**config.mk**
```make
export PLATFORM = sky130hd
export DESIGN_NAME = wb_sram_slave_flat
export DESIGN_NICKNAME = d
export VERILOG_FILES = /design/src/rtl/wb_sram_slave_if.sv /design/src/rtl/wb_sram_slave.sv /design/src/flat_wrapper.sv
export SDC_FILE = /design/constraint.sdc
export NUM_CORES = 1
export LEC_CHECK = 0
export CORE_UTILIZATION = 53
export CTS_BUF_LIST = sky130_fd_sc_hd__clkbuf_4 sky130_fd_sc_hd__clkbuf_8
export CTS_CLUSTER_DIAMETER = 40
export DETAILED_ROUTE_END_ITERATION = 12
export PLACE_DENSITY = 0.88
export SLEW_MARGIN = 5
export SYNTH_ARGS = -nofsm -noshare
export SYNTH_HDL_FRONTEND = slang
export SYNTH_SLANG_ARGS = --single-unit
```
**constraint.sdc**
```tcl
create_clock -name clk_i -period 7.2 [get_ports clk_i]
set_input_delay 1.44 -clock clk_i [delete_from_list [all_inputs] [get_ports clk_i]]
set_output_delay 1.44 -clock clk_i [all_outputs]
set_load 0.05 [all_outputs]
```
**src/rtl/wb_sram_slave_if.sv**
```systemverilog
// if_wb: single-beat Wishbone bus between the cache master and the SRAM slave.
interface if_wb;
  logic [31:0] adr;
  logic [31:0] dat_i;
  logic [31:0] dat_o;
  logic [3:0]  sel;
  logic        we;
  logic        cyc;
  logic        stb;
  logic        ack;
  logic        stall;
  modport master (output adr, dat_i, sel, we, cyc, stb, input dat_o, ack, stall);
  modport slave  (input adr, dat_i, sel, we, cyc, stb, output dat_o, ack, stall);
endinterface

```
**src/rtl/wb_sram_slave.sv**
```systemverilog
// wb_sram_slave: serves 32-bit Wishbone words as two halfword accesses to an async 16-bit SRAM.
// Optional SRAM_PIPE_EN accepts the next request during the ack cycle.
module wb_sram_slave #(
  parameter int AWIDTH = 20,
  parameter int WAIT   = 2
) (
  input  logic              clk_i,
  input  logic              rst_i,
  if_wb.slave               inbus,
  output logic [AWIDTH-1:0] sram_addr,
  input  logic [15:0]       sram_dq_i,
  output logic [15:0]       sram_dq_o,
  output logic              sram_dq_oe,
  output logic              sram_ce_n,
  output logic              sram_oe_n,
  output logic              sram_we_n,
  output logic              sram_ub_n,
  output logic              sram_lb_n
);
`ifdef SRAM_PIPE_EN
  localparam bit PIPE = 1'b1;
`else
  localparam bit PIPE = 1'b0;
`endif
  typedef enum logic [2:0] {S_IDLE, S_LO, S_LO_END, S_HI, S_HI_END, S_ACK} state_t;
  state_t            r_state, w_nxt, w_first;
  logic [3:0]        r_cnt;
  logic [AWIDTH-2:0] r_adr, w_adr;
  logic [31:0]       r_dat, w_dat, r_dat_o;
  logic [3:0]        r_sel, w_sel;
  logic              r_we, w_we, r_stall, r_abort;
  logic              w_acc, w_lo, w_hi, w_ok, w_done, w_act, w_end, w_half;
  assign inbus.ack   = r_state == S_ACK && inbus.cyc;
  assign inbus.stall = r_stall;
  assign inbus.dat_o = r_dat_o;
  // request fields come straight from the bus on the accept cycle, else from the latches
  always_comb begin
    w_acc   = inbus.cyc & inbus.stb & (r_state == S_IDLE || (PIPE && r_state == S_ACK));
    w_we    = w_acc ? inbus.we : r_we;
    w_sel   = w_acc ? inbus.sel : r_sel;
    w_adr   = w_acc ? inbus.adr[AWIDTH:2] : r_adr;
    w_dat   = w_acc ? inbus.dat_i : r_dat;
    w_lo    = ~w_we | (|w_sel[1:0]);
    w_hi    = ~w_we | (|w_sel[3:2]);
    w_first = w_lo ? S_LO : w_hi ? S_HI : S_ACK;
    w_ok    = inbus.cyc & ~r_abort;
    w_done  = r_cnt == 4'd0;
    w_nxt   = (r_state == S_IDLE || r_state == S_ACK) ? (w_acc ? w_first : S_IDLE) :
              r_state == S_LO ? (w_done ? S_LO_END : S_LO) :
              r_state == S_HI ? (w_done ? S_HI_END : S_HI) :
              !w_ok ? S_IDLE :
              r_state == S_LO_END ? (w_hi ? S_HI : S_ACK) : S_ACK;
    w_act   = w_nxt == S_LO || w_nxt == S_HI;
    w_end   = w_nxt == S_LO_END || w_nxt == S_HI_END;
    w_half  = w_nxt == S_HI || w_nxt == S_HI_END;
  end
  always_ff @(posedge clk_i or posedge rst_i) begin
    if (rst_i) begin
      r_state    <= S_IDLE;
      r_cnt      <= 4'(WAIT);
      r_adr      <= '0;
      r_dat      <= '0;
      r_sel      <= '0;
      r_we       <= 1'b0;
      r_stall    <= 1'b0;
      r_abort    <= 1'b0;
      r_dat_o    <= '0;
      sram_addr  <= '0;
      sram_dq_o  <= '0;
      sram_dq_oe <= 1'b0;
      sram_ce_n  <= 1'b1;
      sram_oe_n  <= 1'b1;
      sram_we_n  <= 1'b1;
      sram_ub_n  <= 1'b1;
      sram_lb_n  <= 1'b1;
    end else begin
      r_state <= w_nxt;
      r_cnt   <= (r_state == S_LO || r_state == S_HI) ? r_cnt - 4'd1 : 4'(WAIT);
      if (w_acc) begin
        r_adr   <= w_adr;
        r_dat   <= w_dat;
        r_sel   <= w_sel;
        r_we    <= w_we;
        r_abort <= 1'b0;
      end else if (!inbus.cyc && r_state != S_IDLE) begin
        r_abort <= 1'b1;
      end
      r_stall <= !(w_nxt == S_IDLE || (PIPE && w_nxt == S_ACK));
      if (!r_we && w_done && r_state == S_LO) r_dat_o[15:0] <= sram_dq_i;
      if (!r_we && w_done && r_state == S_HI) r_dat_o[31:16] <= sram_dq_i;
      // END cycles keep address and write data stable for SRAM hold time
      sram_addr  <= (w_act | w_end) ? {w_adr, w_half} : sram_addr;
      sram_dq_o  <= ((w_act | w_end) && w_we) ? (w_half ? w_dat[31:16] : w_dat[15:0]) : sram_dq_o;
      sram_dq_oe <= (w_act | w_end) & w_we;
      sram_ce_n  <= !(w_act | w_end);
      sram_oe_n  <= !(w_act & ~w_we);
      sram_we_n  <= !(w_act & w_we);
      sram_ub_n  <= !(w_act | w_end) | (w_we & !(w_half ? w_sel[3] : w_sel[1]));
      sram_lb_n  <= !(w_act | w_end) | (w_we & !(w_half ? w_sel[2] : w_sel[0]));
    end
  end
endmodule
```
**src/flat_wrapper.sv**
```systemverilog
// flat-port wrapper written by rule: the top's interface ports become plain ports
module wb_sram_slave_flat 
#(
  parameter int AWIDTH = 20,
  parameter int WAIT   = 2
)
  (clk_i, rst_i, sram_addr, sram_dq_i, sram_dq_o, sram_dq_oe, sram_ce_n, sram_oe_n, sram_we_n, sram_ub_n, sram_lb_n, inbus_adr, inbus_dat_i, inbus_sel, inbus_we, inbus_cyc, inbus_stb, inbus_dat_o, inbus_ack, inbus_stall);
  if_wb inbus_i ();
  input  logic clk_i;
  input  logic rst_i;
  output logic [AWIDTH-1:0] sram_addr;
  input  logic [15:0] sram_dq_i;
  output logic [15:0] sram_dq_o;
  output logic sram_dq_oe;
  output logic sram_ce_n;
  output logic sram_oe_n;
  output logic sram_we_n;
  output logic sram_ub_n;
  output logic sram_lb_n;
  input wire logic [$bits(inbus_i.adr)-1:0] inbus_adr;
  input wire logic [$bits(inbus_i.dat_i)-1:0] inbus_dat_i;
  input wire logic [$bits(inbus_i.sel)-1:0] inbus_sel;
  input wire logic [$bits(inbus_i.we)-1:0] inbus_we;
  input wire logic [$bits(inbus_i.cyc)-1:0] inbus_cyc;
  input wire logic [$bits(inbus_i.stb)-1:0] inbus_stb;
  output wire logic [$bits(inbus_i.dat_o)-1:0] inbus_dat_o;
  output wire logic [$bits(inbus_i.ack)-1:0] inbus_ack;
  output wire logic [$bits(inbus_i.stall)-1:0] inbus_stall;
  assign inbus_i.adr = inbus_adr;
  assign inbus_i.dat_i = inbus_dat_i;
  assign inbus_i.sel = inbus_sel;
  assign inbus_i.we = inbus_we;
  assign inbus_i.cyc = inbus_cyc;
  assign inbus_i.stb = inbus_stb;
  assign inbus_dat_o = inbus_i.dat_o;
  assign inbus_ack = inbus_i.ack;
  assign inbus_stall = inbus_i.stall;
  wb_sram_slave #(.AWIDTH(AWIDTH), .WAIT(WAIT)) u_core (.clk_i(clk_i), .rst_i(rst_i), .inbus(inbus_i), .sram_addr(sram_addr), .sram_dq_i(sram_dq_i), .sram_dq_o(sram_dq_o), .sram_dq_oe(sram_dq_oe), .sram_ce_n(sram_ce_n), .sram_oe_n(sram_oe_n), .sram_we_n(sram_we_n), .sram_ub_n(sram_ub_n), .sram_lb_n(sram_lb_n));
endmodule
```
Yosys cells after proc, flatten, opt, wreduce, memory -nomap -nowiden

Index checks and enable logic that the tools add are counted.

Eq/ne operators: 8
Add/sub/neg operators: 1
Mux-type cells: 20
Bitwise logic cells: 15
Reductions and logical operators: 26

Operators by type and width:

| operator                                                               | number |
|---|---|
| 32-bit 2-to-1 mux                                                      | 1 |
| 3-bit 2-to-1 mux                                                       | 9 |
| 19-bit 2-to-1 mux                                                      | 1 |
| 16-bit 2-to-1 mux                                                      | 1 |
| 3-bit by 2-bit equality test with 1-bit output (second input constant) | 4 |
| 1-bit AND                                                              | 8 |
| 1-bit logical NOT                                                      | 8 |
| 4-bit 2-to-1 mux                                                       | 2 |
| 3-bit by 1-bit equality test with 1-bit output (second input constant) | 2 |
| 3-bit equality test (second input constant)                            | 2 |
| 1-bit logical AND                                                      | 6 |
| 3-bit logical NOT                                                      | 2 |
| 1-bit logical OR                                                       | 5 |
| 1-bit 2-to-1 mux                                                       | 5 |
| 1-bit bitwise OR                                                       | 5 |
| 4-bit logical NOT                                                      | 1 |
| 2-bit OR reduction                                                     | 2 |
| 4-bit by 1-bit subtractor with 4-bit output (second input constant)    | 1 |
| 3-bit nonzero test                                                     | 1 |
| 2-bit 2-to-1 mux                                                       | 1 |
| 1-bit NOT                                                              | 2 |
| 2-bit nonzero test                                                     | 1 |

Logic and storage cells: 88
Output and inout port bits: 76
Bits in registers: 139
Input port bits: 89

Depth between registers and ports, before layout

Depth in word-level cells: 17
Depth in mapped cells: 11
Mapped depth without buffers: 8

Least setup slack after synthesis

OpenSTA, ideal clock, no wires.

Kind: input-to-output
Start point: input port inbus_cyc
End point: output port inbus_ack
Arrival time: 2.129 ns
Data required time: 5.760 ns
Path buffers: 0
Slack: 3.631 ns
Stages: 2
Cell sequence: nand2_1 nor2_1

Word-level cells in the longest chain between the ends: 1

RTL lines:

| what              | RTL line            | source |
|---|---|---|
| from (decl)       | flat_wrapper.sv:24  | `input wire logic [$bits(inbus_i.cyc)-1:0] inbus_cyc;` |
| 1-bit logical AND | wb_sram_slave.sv:33 | `assign inbus.ack = r_state == S_ACK && inbus.cyc;` |
| to (decl)         | flat_wrapper.sv:27  | `output wire logic [$bits(inbus_i.ack)-1:0] inbus_ack;` |

No other way between the ends.

Worst setup path in the final report

Ends and elaborated chain as after synthesis.

==> impl_metrics.yaml <==
outcome:
  outcome: "finished clean"
grt:
  grt_max_degree: 91
  gr-usage-all-layers_pct: 22.6
  first_global_vias: 3857
  number_of_antenna_violations_at_the_first_check_in_global_routing: 0
  global_route.overflow_total: 0
  first_pass_grt_wire_length_um: 19000
routing:
  post_drt_via_cell_ratio: 5.15
  total_detailed_routing_wirelength_um: 11500
  vias: 3491
  final_antenna_net_count: 0
  routed_wire_length_per_instance_um: 16.9
  drt_pre_antenna_iters: 4
  post-route-drc-count: 0
  drtIter0Drc: 91
sta:
  clock-skew-final_ns: 0.00742
  layout_worst_path_cycle_share_pct: 61.2
  setup-tns-final_ns: 0
  max_slew_margin_pct: 26.9
  drv_slew: 0
  hold_viol_final: 0
  timing.hold.ws_ns: 0.474
  final_critical_path_setup_slack_ns: 2.79
  timing.final.setup_violations: 0
  unrepaired_setup_endpoints_after_global_routing: "false"
  fin_crit_ns: 4.41
  max_slew.worst_pin.slew_ns: 1.09
  achievable-frequency_mhz: 227
logic_synthesis:
  synth_area_leaders: "sky130_fd_sc_hd__dfrtp_1 (59%), sky130_fd_sc_hd__mux2_2 (18%), sky130_fd_sc_hd__mux2i_1 (6.3%), sky130_fd_sc_hd__dfstp_2 (2.8%), sky130_fd_sc_hd__mux2_4 (2.6%)"
  share_of_the_synthesized_area_in_the_top_cell_type_pct: 58.5
  syn_avg_cell_area_sq_um: 15.3
  area_of_the_mapped_netlist_sq_um: 5690
  synthesis.yosys.warnings: 0
  synth_register_bits: 139
  part_of_the_yosys_area_used_for_sequential_elements_pct: 61.3
  syn-instance-count: 371
  dominant_cell_by_count_in_the_synthesized_netlist: "sky130_fd_sc_hd__dfrtp_1"
  net_count_after_synthesis: 461
  async_reset_ff_share_pct: 100
  post-synth-top-area-cell: "sky130_fd_sc_hd__dfrtp_1"
  yosys_most_used_dff: "sky130_fd_sc_hd__dfrtp_1"
  synth_enable_flop_cells: 0
  synthTopCellsByCount: "sky130_fd_sc_hd__dfrtp_1 (133), sky130_fd_sc_hd__mux2_2 (90), sky130_fd_sc_hd__mux2i_1 (36)"
  ys_types: 40
die:
  start_util_pct: 54.9
  floorplan.rows: 37
  floorplan.die_area_sq_um: 11200
  io-pin-count: 165
  die_h_um: 106
  fp.dieW_um: 106
  core_area_sq_um: 10400
clock_tree:
  clock_latency_ns: 0.44
  clock-root-buffer: "sky130_fd_sc_hd__clkbuf_8"
  cts.hold.buffers_added: 0
  cts.sink_count: 139
  clk_transition_reported_paths_ns: 0.07
  tritoncts: "yes"
  postCtsResizedCells: 0
  cts_made_buffers: 17
  postCtsSetupRepairBufs: 0
  ctsHtreeMaxLevel: 4
  cts_buffer_depth: 2
place:
  post-place-ws_ns: 2.78
  detailedPlacementHpwl_um: 7770
  buffers_added_on_ports: 151
  finalWeightedCongestion: 0.811
  post-place-cells: 646
cells_and_area:
  diodes: 0
  fin_nets: 619
  layout_cell_share_with_drive_strength_beyond_1_pct: 28.2
  final_cells: 678
  layout-area-overhead-vs-synth_pct: 34.7
worst_setup_path:
  crit_path_max_fanout: 5
  worstPathRequired_ns: 5.76
  critical_path_capture_point_type: "primary output"
  crit_arrival_ns: 2.97
  critical_path.startpoint_type: "input port"
  worstSetupPathType: "in -> out"
min_path:
  min_path_type: "reg -> reg"
power_and_ir_drop:
  power_density_nw_per_um2: 550
  p_leak_nw: 3.36
  vdd_drop_max_v: 0.000329
flow_run:
  max_cap_violations: 0
==> final cells by class <==
| class | count | area [sq um] |
|---|---|---|
| Sequential cell | 139 | 3490 |
| Timing Repair Buffer | 155 | 1540 |
| Tap cell | 136 | 170 |
| Clock inverter | 12 | 123 |
| Clock buffer | 20 | 269 |
| Inverter | 24 | 95.1 |
| Multi-Input combinational cell | 192 | 1980 |
| Fill cell | 674 | 2710 |
==> logic make-up after synthesis <==
logic type | synth area share, %
multiplexers | 28.0
flip-flops | 61.3
buffers and inverters | 4.13
AND/OR/NAND/NOR | 3.56
AO/OA/AOI/OAI | 2.53
XOR/XNOR | 0.308
adder cells (fa/ha/maj) | 0.220
==> worst paths after layout <==
check	start	end	slack, ns	depth (start not counted)
worst max-delay path	inbus_cyc	inbus_ack	2.79	4
worst min-delay path	u_core.r_cnt[0]	u_core.r_cnt[0]	0.47	1
worst max register to register	u_core.r_state[2]	u_core.sram_dq_o[10]	4.22	8
worst min register to register	u_core.r_cnt[0]	u_core.r_cnt[0]	0.47	1
max in group asynchronous	rst_i	u_core.inbus.dat_o[3]	4.33	3
min in group asynchronous	rst_i	u_core.r_dat[4]	1.42	2
==> layout by cell type (no fill, tap or decap), types with 2 or more instances in the layout <==
cell type	netlist	final
sky130_fd_sc_hd__nor2_1	6	6
sky130_fd_sc_hd__dfstp_2	6	6
sky130_fd_sc_hd__clkdlybuf4s50_1	0	151
sky130_fd_sc_hd__bufinv_16	0	2
sky130_fd_sc_hd__mux2_2	90	90
sky130_fd_sc_hd__buf_4	1	4
sky130_fd_sc_hd__clkinv_2	0	6
sky130_fd_sc_hd__nor2b_1	3	3
sky130_fd_sc_hd__nand2b_1	3	3
sky130_fd_sc_hd__nor3_1	2	2
sky130_fd_sc_hd__nor3b_1	2	2
sky130_fd_sc_hd__inv_1	23	22
sky130_fd_sc_hd__xnor2_1	2	2
sky130_fd_sc_hd__clkinv_4	0	2
sky130_fd_sc_hd__mux2_1	6	6
sky130_fd_sc_hd__clkbuf_8	0	19
sky130_fd_sc_hd__nand2_1	9	9
sky130_fd_sc_hd__mux2_4	10	10
sky130_fd_sc_hd__a21o_1	4	4
sky130_fd_sc_hd__dfrtp_1	133	133
sky130_fd_sc_hd__clkinvlp_4	0	2
sky130_fd_sc_hd__mux2i_1	36	36
==> per-layer routing <==
| layer | GRT usage [%] | routed length, um |
|---|---|---|
| met1 | 26.5 | 4720 |
| met2 | 38.9 | 5940 |
| met3 | 6.37 | 613 |
| met4 | 9.42 | 212 |
| met5 | 0 | 0 |
==> state kept, by name, summed over array words and instances, names as in the netlist <==
name and count:
u_core.sram_lb_n 1, u_core.sram_ub_n 1, u_core.sram_addr 20, u_core.inbus.dat_o 32, u_core.r_state 3, u_core.sram_ce_n 1
u_core.r_adr 19, u_core.sram_dq_o 16, u_core.sram_we_n 1, u_core.r_we 1, u_core.r_cnt 4, u_core.r_dat 32
u_core.r_sel 4, u_core.r_abort 1, u_core.inbus.stall 1, u_core.sram_dq_oe 1, u_core.sram_oe_n 1
==> through the flow <==
step	total power [mW]	util (%)	area [sq um]
after global placement	3.54	70.1	7270
after CTS	4.26	73.9	7660
after detailed placement	3.63	70.1	7270
after global routing	4.43	73.9	7660
final	4.21	73.9	7660
after floorplan	3.01	-	5690
==> critical path: stages <==
cell and delay [ns]:
sky130_fd_sc_hd__clkdlybuf4s50_1 0.54, sky130_fd_sc_hd__nand2_1 0.07, sky130_fd_sc_hd__nor2_1 0.09, sky130_fd_sc_hd__clkdlybuf4s50_1 0.83
==> power breakdown <==
group	internal, mW	total [mW]	leakage, nW	switching (mW)
Combinational	0.922	2.24	1.51	1.32
Clock	0.327	0.615	0.201	0.288
Sequential	1.19	1.36	1.65	0.171
Total	2.44	4.21	3.36	1.78
Power figures use the tool's default switching activity.
